**src/rtl/serial_adder.sv**
```systemverilog
// serial_adder: bit-serial WIDTH-bit adder, one full-adder step per clock, LSB first.
module serial_adder #(
    parameter int WIDTH = 8
) (
    input  logic             clk,
    input  logic             rst_n,
    input  logic             start,
    input  logic [WIDTH-1:0] a,
    input  logic [WIDTH-1:0] b,
    input  logic             cin,
    output logic             busy,
    output logic             done,
    output logic [WIDTH-1:0] sum,
    output logic             cout
);
    localparam int CW = $clog2(WIDTH) + 1;
    localparam logic [CW-1:0] LAST = CW'(WIDTH - 1);
    localparam logic [1:0] IDLE  = 2'd0;
    localparam logic [1:0] SHIFT = 2'd1;
    localparam logic [1:0] DONE  = 2'd2;

    logic [1:0]       state;
    logic [WIDTH-1:0] a_sh, b_sh, s_sh, s_next;
    logic [CW-1:0]    cnt;
    logic             carry, s, c, accept;

    always_comb begin
        s      = a_sh[0] ^ b_sh[0] ^ carry;
        c      = (a_sh[0] & b_sh[0]) | (a_sh[0] & carry) | (b_sh[0] & carry);
        s_next = (s_sh >> 1) | (WIDTH'(s) << (WIDTH - 1));
        accept = start && (state == IDLE || state == DONE);
        busy   = state == SHIFT;
        done   = state == DONE;
    end

    always_ff @(posedge clk) begin
        if (!rst_n) begin
            state <= IDLE;
            a_sh  <= '0;
            b_sh  <= '0;
            s_sh  <= '0;
            carry <= 1'b0;
            cnt   <= '0;
            sum   <= '0;
            cout  <= 1'b0;
        end else if (accept) begin
            state <= SHIFT;
            a_sh  <= a;
            b_sh  <= b;
            carry <= cin;
            cnt   <= '0;
        end else if (state == SHIFT) begin
            a_sh  <= a_sh >> 1;
            b_sh  <= b_sh >> 1;
            s_sh  <= s_next;
            carry <= c;
            cnt   <= cnt + 1'b1;
            if (cnt == LAST) begin
                sum   <= s_next;
                cout  <= c;
                state <= DONE;
            end
        end else begin
            state <= IDLE;
        end
    end
endmodule
```
**config.mk**
```make
export PLATFORM = sky130hd
export DESIGN_NAME = serial_adder
export DESIGN_NICKNAME = d
export VERILOG_FILES = /design/src/rtl/serial_adder.sv
export SDC_FILE = /design/constraint.sdc
export NUM_CORES = 1
export LEC_CHECK = 0
export ABC_AREA = 0
export ABC_CLOCK_PERIOD_IN_PS = 1130
export CORE_MARGIN = 8
export CORE_UTILIZATION = 45
export DETAILED_ROUTE_END_ITERATION = 8
export HOLD_SLACK_MARGIN = 0.03
export PLACE_DENSITY = 0.79
export SKIP_CTS_REPAIR_TIMING = 1
export SLEW_MARGIN = 0
export SYNTH_ARGS = -nofsm -noshare
export SYNTH_HDL_FRONTEND = slang
export SYNTH_SLANG_ARGS = --single-unit
```
**constraint.sdc**
```tcl
create_clock -name clk -period 1.13 [get_ports clk]
set_input_delay 0.226 -clock clk [delete_from_list [all_inputs] [get_ports clk]]
set_output_delay 0.226 -clock clk [all_outputs]
set_load 0.1 [all_outputs]
```
==> results of run 1 <==
==> metrics by stage <==
stage | power, mW | cells | worst slack (ns) | setup TNS, ns | hold slack, ns
3_5_place_dp | 1.91 | 260 | -0.378 | -6.73 | 0.449
5_1_grt | 2.83 | 278 | -0.452 | -6.21 | 0.441
4_1_cts | 2.59 | 268 | -0.509 | -3.55 | 0.405
3_3_place_gp | 1.90 | 260 | -0.286 | -5.61 | 0.441
6_report | 2.71 | 278 | -0.401 | -4.07 | 0.462
2_1_floorplan | 1.75 | 184 | -0.0256 | -0.247 | 0.358
==> cell usage in the layout, fill, tap and decap left out, types with 8 or more instances in the layout <==
master / synthesis / layout
sky130_fd_sc_hd__nor2_1: 8 / 8
sky130_fd_sc_hd__clkdlybuf4s50_1: 0 / 19
sky130_fd_sc_hd__dfxtp_1: 39 / 23
sky130_fd_sc_hd__mux2i_1: 9 / 9
sky130_fd_sc_hd__dfxtp_2: 0 / 15
sky130_fd_sc_hd__buf_12: 0 / 15
sky130_fd_sc_hd__nand2_1: 51 / 51
sky130_fd_sc_hd__buf_4: 0 / 12
==> power by group through the flow <==
stage | logic, mW | registers [mW] | clock network (mW)
6_report | 0.536 | 1.49 | 0.683
5_1_grt | 0.573 | 1.50 | 0.762
4_1_cts | 0.399 | 1.48 | 0.713
3_5_place_dp | 0.398 | 1.51 | 0
3_3_place_gp | 0.392 | 1.51 | 0
2_1_floorplan | 0.244 | 1.50 | 0
==> path summary, 6_finish.rpt <==
| kind | start | to | slack (ns) | cells after the start |
|---|---|---|---|---|
| max | state[1]$_SDFFE_PP0N_ | busy | -0.40 | 5 |
| min | b[7] | b_sh[7]$_SDFFE_PN0P_ | 0.46 | 3 |
| max reg2reg | state[1]$_SDFFE_PP0N_ | sum[5]$_SDFFE_PN0P_ | -0.19 | 6 |
| min reg2reg | s_sh[1]$_SDFFE_PN0P_ | sum[0]$_SDFFE_PN0P_ | 0.47 | 2 |
==> layer usage <==
metal	part of all wire	GRT usage
met3	0.061	0.0500
met1	0.41	0.159
met2	0.50	0.199
met4	0.028	0.0768
met5	0	0
==> kinds of logic after synthesis <==
logic type,after synthesis
XOR/XNOR,2
adder cells (fa/ha/maj),2
flip-flops,39
AO/OA/AOI/OAI,37
multiplexers,9
buffers and inverters,15
AND/OR/NAND/NOR,80
==> sequential cells by signal (all words and copies together) (netlist names) <==
name,count
a_sh,8
b_sh,8
sum,8
s_sh,7
cnt,4
state,2
carry,1
cout,1
==> synth_stat cells <==
cell / number
sky130_fd_sc_hd__nand2_1: 51
sky130_fd_sc_hd__dfxtp_1: 39
sky130_fd_sc_hd__a21boi_0: 11
sky130_fd_sc_hd__buf_2: 9
sky130_fd_sc_hd__mux2i_1: 9
sky130_fd_sc_hd__nor2_1: 8
sky130_fd_sc_hd__a31oi_1: 6
sky130_fd_sc_hd__nor3_1: 6
sky130_fd_sc_hd__o21ai_0: 6
sky130_fd_sc_hd__o221ai_1: 6
sky130_fd_sc_hd__nand3_1: 5
sky130_fd_sc_hd__clkbuf_1: 4
sky130_fd_sc_hd__a21oi_1: 3
sky130_fd_sc_hd__a22oi_1: 3
sky130_fd_sc_hd__nand2b_1: 2
sky130_fd_sc_hd__nand3b_1: 2
sky130_fd_sc_hd__nor2b_1: 2
sky130_fd_sc_hd__a21oi_2: 1
sky130_fd_sc_hd__and2_1: 1
sky130_fd_sc_hd__and2b_1: 1
sky130_fd_sc_hd__buf_6: 1
sky130_fd_sc_hd__clkinv_1: 1
sky130_fd_sc_hd__fa_1: 1
sky130_fd_sc_hd__ha_1: 1
sky130_fd_sc_hd__nor2_4: 1
sky130_fd_sc_hd__o21ai_1: 1
sky130_fd_sc_hd__or3_1: 1
sky130_fd_sc_hd__xnor2_1: 1
sky130_fd_sc_hd__xor2_1: 1
==> worst max-delay path, stage by stage (launching register included) <==
cell and delay (ns):
sky130_fd_sc_hd__dfxtp_2 0.34, sky130_fd_sc_hd__nand2b_4 0.15, sky130_fd_sc_hd__buf_6 0.13, sky130_fd_sc_hd__inv_8 0.05
sky130_fd_sc_hd__buf_6 0.11, sky130_fd_sc_hd__buf_12 0.17
==> area by class of cell <==
class | count | area, µm² | share of cell area
flip-flops and latches | 39 | 803 | 0.325
well taps | 46 | 57.6 | 0.0233
inverters | 1 | 11.3 | 0.00456
multi-input cells | 130 | 850 | 0.344
clock buffers | 7 | 45.0 | 0.0182
clock inverters | 1 | 5.00 | 0.00203
repair buffers | 54 | 698 | 0.283
==> results list, run 1 <==
- Across the VDD grid, the largest voltage drop is 0.792 mV.
- CTS placed an instance of sky130_fd_sc_hd__clkbuf_4 at the clock tree root.
- Shortest period the worst path allows: 1.53 ns
- Initial core utilization: 0.475
- Maximum frequency from static timing analysis: 653 MHz
* Top-area cell type share of the netlist area: 0.489
* Number of clock buffers inserted by TritonCTS: 5
- Entering global routing, the biggest net connects 46 pins.
* Fraction of layout cells with a size suffix above 1: 0.328
* Final number of setup-violating endpoints: 37
- Final core area utilization: 0.734
* Synth top area cells: sky130_fd_sc_hd__dfxtp_1 (49%), sky130_fd_sc_hd__nand2_1 (12%), sky130_fd_sc_hd__mux2i_1 (5.6%)
* Number of fillers in the final layout: 254
- Min setup slack post-route: -0.401 ns
- Crit path capture type: primary output
- Static power due to leakage: 0.883 nW
- Final net count: 253
- The run finished, with violations left.
* Number of buffers between clock root and the deepest sink: 2
* Antenna cells: 0
- Fraction of the mapped netlist area in simple logic gates: 0.218
* Insertion delay to the later sink of the worst-skew pair: 0.35 ns
* Number of antenna violations at the first check in global routing: 0
- Final Cell Area: 2470 µm²
- Number of warnings reported in the yosys synthesis log: 0
* Residual DRC: 0
- During I/O placement, the number of pins put on the boundary was 31.
- Slew @ Worst Pin: 0.298 ns
- Counting distinct cell types in the post-synthesis netlist gives 29.
- Max-slew headroom: 0.799
- Total of buffers placed on input and output ports: 30
* Crit path kind: reg2out
* Aggregate global-route resource usage: 0.133
- The floorplan step defined a die boundary enclosing 5710 µm².
- The share of total power dissipated in the clock network is 0.252.
* Total number of H-tree levels: 2
- The checks that failed: setup timing.
* Post-route clock period utilization: 1.35
- Ratio of total power to cell area: 1100 nW/µm²
* Critical Path Start Type: flop
- Cell-internal power: 1.97 mW
- Number of global-route vias before repair: 1270
* Register clock-pin slew on the reported worst setup and hold paths: 0.11 ns
* Post-Synth Adder-Cell Area: 0.0204
* Share of cell area taken by muxes after synthesis: 0.0564
* Register share of total power: 0.550
- In this run the remaining antenna-violating nets after routing total 0.
- Total vias in the final route: 1455
- Of the total power, the share spent switching nets is 0.275.
* Most area-hungry cell type in the Yosys netlist: sky130_fd_sc_hd__dfxtp_1
- Summed over all layers, the global routing overflow is 0.
- Detailed Routing Iterations Pass 1: 4
- Combinational share of power: 0.198
- Weighted congestion reported at the end of routability-driven placement: 0.800
- In this run, synthesis produced a sequential element count of 39.
* Die width: 75.6 µm
- Worst clock skew: 0.00961 ns
* Overall routed net length: 4080 µm
* Relative area change from synthesis to final layout: 54.6%
* Clock tree from TritonCTS: yes
- For this design the total switching power over the nets is 0.745 mW.
- Setup repair after global routing could not meet its margin everywhere.
* Combinational family with the most area after synthesis: simple AND/OR/NAND/NOR gates
- The core region is 3360 µm².
- For the worst setup path, the data arrival time is 1.30 ns.
- Dividing the detail-routed wire length by the instance count gives 14.7 µm.
* Synthesized area per cell: 8.68 µm²
- Die Span Y: 75.6 µm
- The share of the Yosys chip area taken by registers is 0.489.
- Count of mapped cells out of synthesis: 184
- Final hold vios: 0
- Half-perimeter wire length of the detailed placement result: 2410 µm
- After detailed routing, the number of vias per cell comes to 5.23.
- Across the run, the number of max-cap violations was 0.
- CTS saw 39 sinks.
- The final max-slew violation count came to 0.
- Worst hold-check path type: in2reg
- After the first detailed-routing iteration, the DRC count stood at 102.
- Along the worst path, the maximum fanout reaches 5.
- In this run the cell area measured after placement is 2190 µm².
- Wire length of the first global-routing pass: 5730 µm
- The compound-gate portion of the synthesized area is 0.159.
- Syn Nets: 206
* Fraction of synthesized cell area in xor and xnor cells: 0.0110
- The floorplan has 21 rows.
- Req. time, crit path: 0.90 ns
- The synthesized netlist occupies a cell area of 1600 µm².
Power figures use the tool's default switching activity.
==> run 2, diff against run 1 <==
Settings changed: CTS_CLUSTER_DIAMETER set to 120, PLACE_DENSITY 0.79 to 0.84.
==> results list, run 2 (synthesis gave the netlist of run 1 again) <==
- Req. time, crit path: 0.90 ns (about the same)
- The critical path goes through nand2b_4 -> inv_4 -> buf_12 -> buf_12.
* Slew @ Worst Pin: 0.238 ns (-0.0598 ns)
* Leading registers by flop count: a_sh x8, b_sh x8, sum x8
* Weighted congestion reported at the end of routability-driven placement: 0.765 (-4.4%)
- The global routing usage summed across all routing layers is 0.137 (+0.00383).
- Total vias in the final route: 1406 (-3.4%)
* Std cell rows: 21 (unchanged)
* Cell-internal power: 1.89 mW (-3.8%)
- Wire length of the first global-routing pass: 5850 µm (+2.2%)
- Largest stage delay on the critical path: 0.34 ns (about the same)
- Overall routed net length: 3730 µm (-8.7%)
- Number of cells traversed by the worst register-to-register path: 6 (unchanged)
* Most common library cell in the layout ignoring fill and taps: sky130_fd_sc_hd__nand2_1
* DR WL/cell: 13.6 µm (-7.0%)
- The fraction of the cycle the final worst path needs was 1.28 (-0.0721).
- Root buffer cell: sky130_fd_sc_hd__clkbuf_4
- Share of total power in the clock network: 0.250 (-0.002)
* Min setup slack post-route: -0.319 ns (+0.0815 ns)
- The min-delay analysis places its worst path in the category in2reg.
- The post-layout net count came to 250 (-1.2%).
- The checks that failed: setup timing.
- The setup path with the least slack is of type reg2out.
- Number of buffers between clock root and the deepest sink: 2 (unchanged)
* Share of total power consumed by net switching: 0.271 (-0.00399)
- Max-slew headroom: 0.839 (+0.0403)
* Detailed Routing Iterations Pass 1: 5 (+1)
- Register clock-pin slew on the reported worst setup and hold paths: 0.11 ns (about the same)
- STA classifies the critical path endpoint as a primary output.
- The portion of total power attributed to sequential cells was 0.572 (+0.022).
- The proportion of layout cells with a drive suffix above 1 came to 0.313 (-0.0148).
- Static power due to leakage: 0.832 nW (-5.8%)
- Number of nets with antenna violations after routing: 0 (unchanged)
* Combinational share of power: 0.178 (-0.020)
- Half-perimeter wire length of the detailed placement result: 2430 µm (+0.73%)
- The depth of the CTS H-tree came to 2 (unchanged).
* Residual DRC: 0 (unchanged)
- Maximum frequency from static timing analysis: 690 MHz (+5.6%)
* Final core area utilization: 0.699 (-0.0353)
- The total power divided by cell area is 1100 nW/µm² (+0.55%).
* Number of fillers in the final layout: 270 (+6.3%)
- Std-Cell Core Area: 3360 µm² (unchanged)
- Worst IR Drop VDD: 0.796 mV (+0.56%)
* Final number of setup-violating endpoints: 19 (-49%)
- The count of inserted antenna diode cells was 0 (unchanged).
* Insertion delay to the later sink of the worst-skew pair: 0.36 ns (about the same)
- The boundary pin count came to 31 (unchanged).
- The maximum number of pins on one net before global-route repair was 27 (-41%).
- The die outline height came to 75.6 µm (unchanged).
- The flow ran to the end, but the final reports show violations.
* Crit-path most repeated cell: sky130_fd_sc_hd__buf_12
- The cell area reported after detailed placement came to 2170 µm² (-0.92%).
* Total net switching power: 0.703 mW (-5.7%)
- The startpoint identified for the worst register-to-register timing path is state[1]$_SDFFE_PP0N_.
- Number of clock buffers inserted by TritonCTS: 5 (unchanged)
- The worst setup path is launched from a flop.
- RSZ-0062 raised after global routing: yes
* Slowest CP cell: sky130_fd_sc_hd__dfxtp_2
- The worst hold slack after final layout came to 0.456 ns (-0.00606 ns).
- From synthesis to final layout, the design area changed by 47.1%.
* Die width: 75.6 µm (unchanged)
* Clock tree from TritonCTS: yes
- Endpoint of the most critical register-to-register path: a_sh[0]$_SDFFE_PN0P_
- Final global-route overflow total: 0 (unchanged)
- In this run the worst setup path begins at state[1]$_SDFFE_PP0N_.
* Detailed Route Iter0 Violations: 83 (-19%)
- The arrival time at the worst endpoint was 1.22 ns (-0.08 ns).
- Initial core utilization: 0.475 (unchanged)
- The number of port buffers is 30 (unchanged).
* Final Cell Area: 2350 µm² (-4.8%)
- The clock sink total came to 39 (unchanged).
* Max Slew Vio Count: 0 (unchanged)
- The average via count per standard cell came to 5.15 (-1.6%).
- The number of global-route vias before repair is 1348 (+6.1%).
* Leading cell types in the layout, fill and taps excluded: sky130_fd_sc_hd__nand2_1 (51), sky130_fd_sc_hd__dfxtp_1 (24), sky130_fd_sc_hd__clkdlybuf4s50_1 (19), sky130_fd_sc_hd__buf_4 (17), sky130_fd_sc_hd__buf_12 (14)
* Die outline area: 5710 µm² (unchanged)
- Setup crit end: busy
- The final period demand of the worst path is 1.45 ns (-0.0815 ns).
* Max capacitance violation total: 0 (unchanged)
- The maximum fanout along the worst path came to 8 (+3).
* Final hold vios: 0 (unchanged)
- Worst clock skew: 0.0107 ns (+0.00112 ns)
- Number of antenna violations at the first check in global routing: 0 (unchanged)
* Reg-to-reg setup timing slack: -0.08 ns (+0.11 ns)
run 2: cell types whose count changed in the layout (fill, tap and decap cells not counted), sizes merged:
| cell | delta |
|---|---|
| clkbuf | -3 |
| buf | -1 |
| clkinv | -1 |
run 2: layout make-up:
cell class / count / area [µm²] / area share
Clock buffer: 6 / 41.3 / 0.0176
Inverter: 1 / 6.26 / 0.00266
Multi-Input combinational cell: 130 / 832 / 0.354
Sequential cell: 39 / 805 / 0.342
Tap cell: 46 / 57.6 / 0.0245
Timing Repair Buffer: 51 / 609 / 0.259
run 2: power by group through the flow:
| stage | sequential [mW] | clock, mW | combinational, mW |
|---|---|---|---|
| after global routing | 1.49 | 0.739 | 0.497 |
| final | 1.48 | 0.650 | 0.461 |
| after detailed placement | 1.51 | 0 | 0.392 |
| after global placement | 1.51 | 0 | 0.384 |
| after CTS | 1.48 | 0.664 | 0.394 |
| after floorplan | 1.50 | 0 | 0.244 |
run 2: stage by stage:
stage	TNS (ns)	total power, mW	worst slack, ns	std cells
after CTS	-4.78	2.53	-0.574	265
after detailed placement	-6.37	1.90	-0.315	259
after floorplan	-0.247	1.75	-0.0256	184
after global routing	-2.67	2.73	-0.371	273
final	-1.34	2.59	-0.319	273
after global placement	-5.53	1.89	-0.274	259
run 2: worst max-delay path: cells and delay by family, from the launching register on:
family / cells / cell delay [ns]
buffers and inverters: 3 / 0.35
AND/OR/NAND/NOR: 1 / 0.17
flip-flops: 1 / 0.34
run 2: how the worst min path moves through the flow:
stage	start	endpoint	slack (ns)	depth (start not counted)
finish	b[7]	b_sh[7]$_SDFFE_PN0P_	0.46	3
global route	b[7]	b_sh[7]$_SDFFE_PN0P_	0.45	3
CTS	b[7]	b_sh[7]$_SDFFE_PN0P_	0.44	3
detailed placement	b_sh[7]$_SDFFE_PN0P_	b_sh[7]$_SDFFE_PN0P_	0.45	2
global placement	b_sh[7]$_SDFFE_PN0P_	b_sh[7]$_SDFFE_PN0P_	0.44	2
floorplan	b[7]	b_sh[7]$_SDFFE_PN0P_	0.36	2
run 2: metal layers:
metal,vias to the layer above,GRT usage,wire length [µm],part of all wire
li1,709,-,-,-
met1,658,0.159,1670,0.45
met2,31,0.207,1770,0.47
met3,8,0.0579,208,0.056
met4,0,0.0768,76,0.020
met5,-,0,0,0
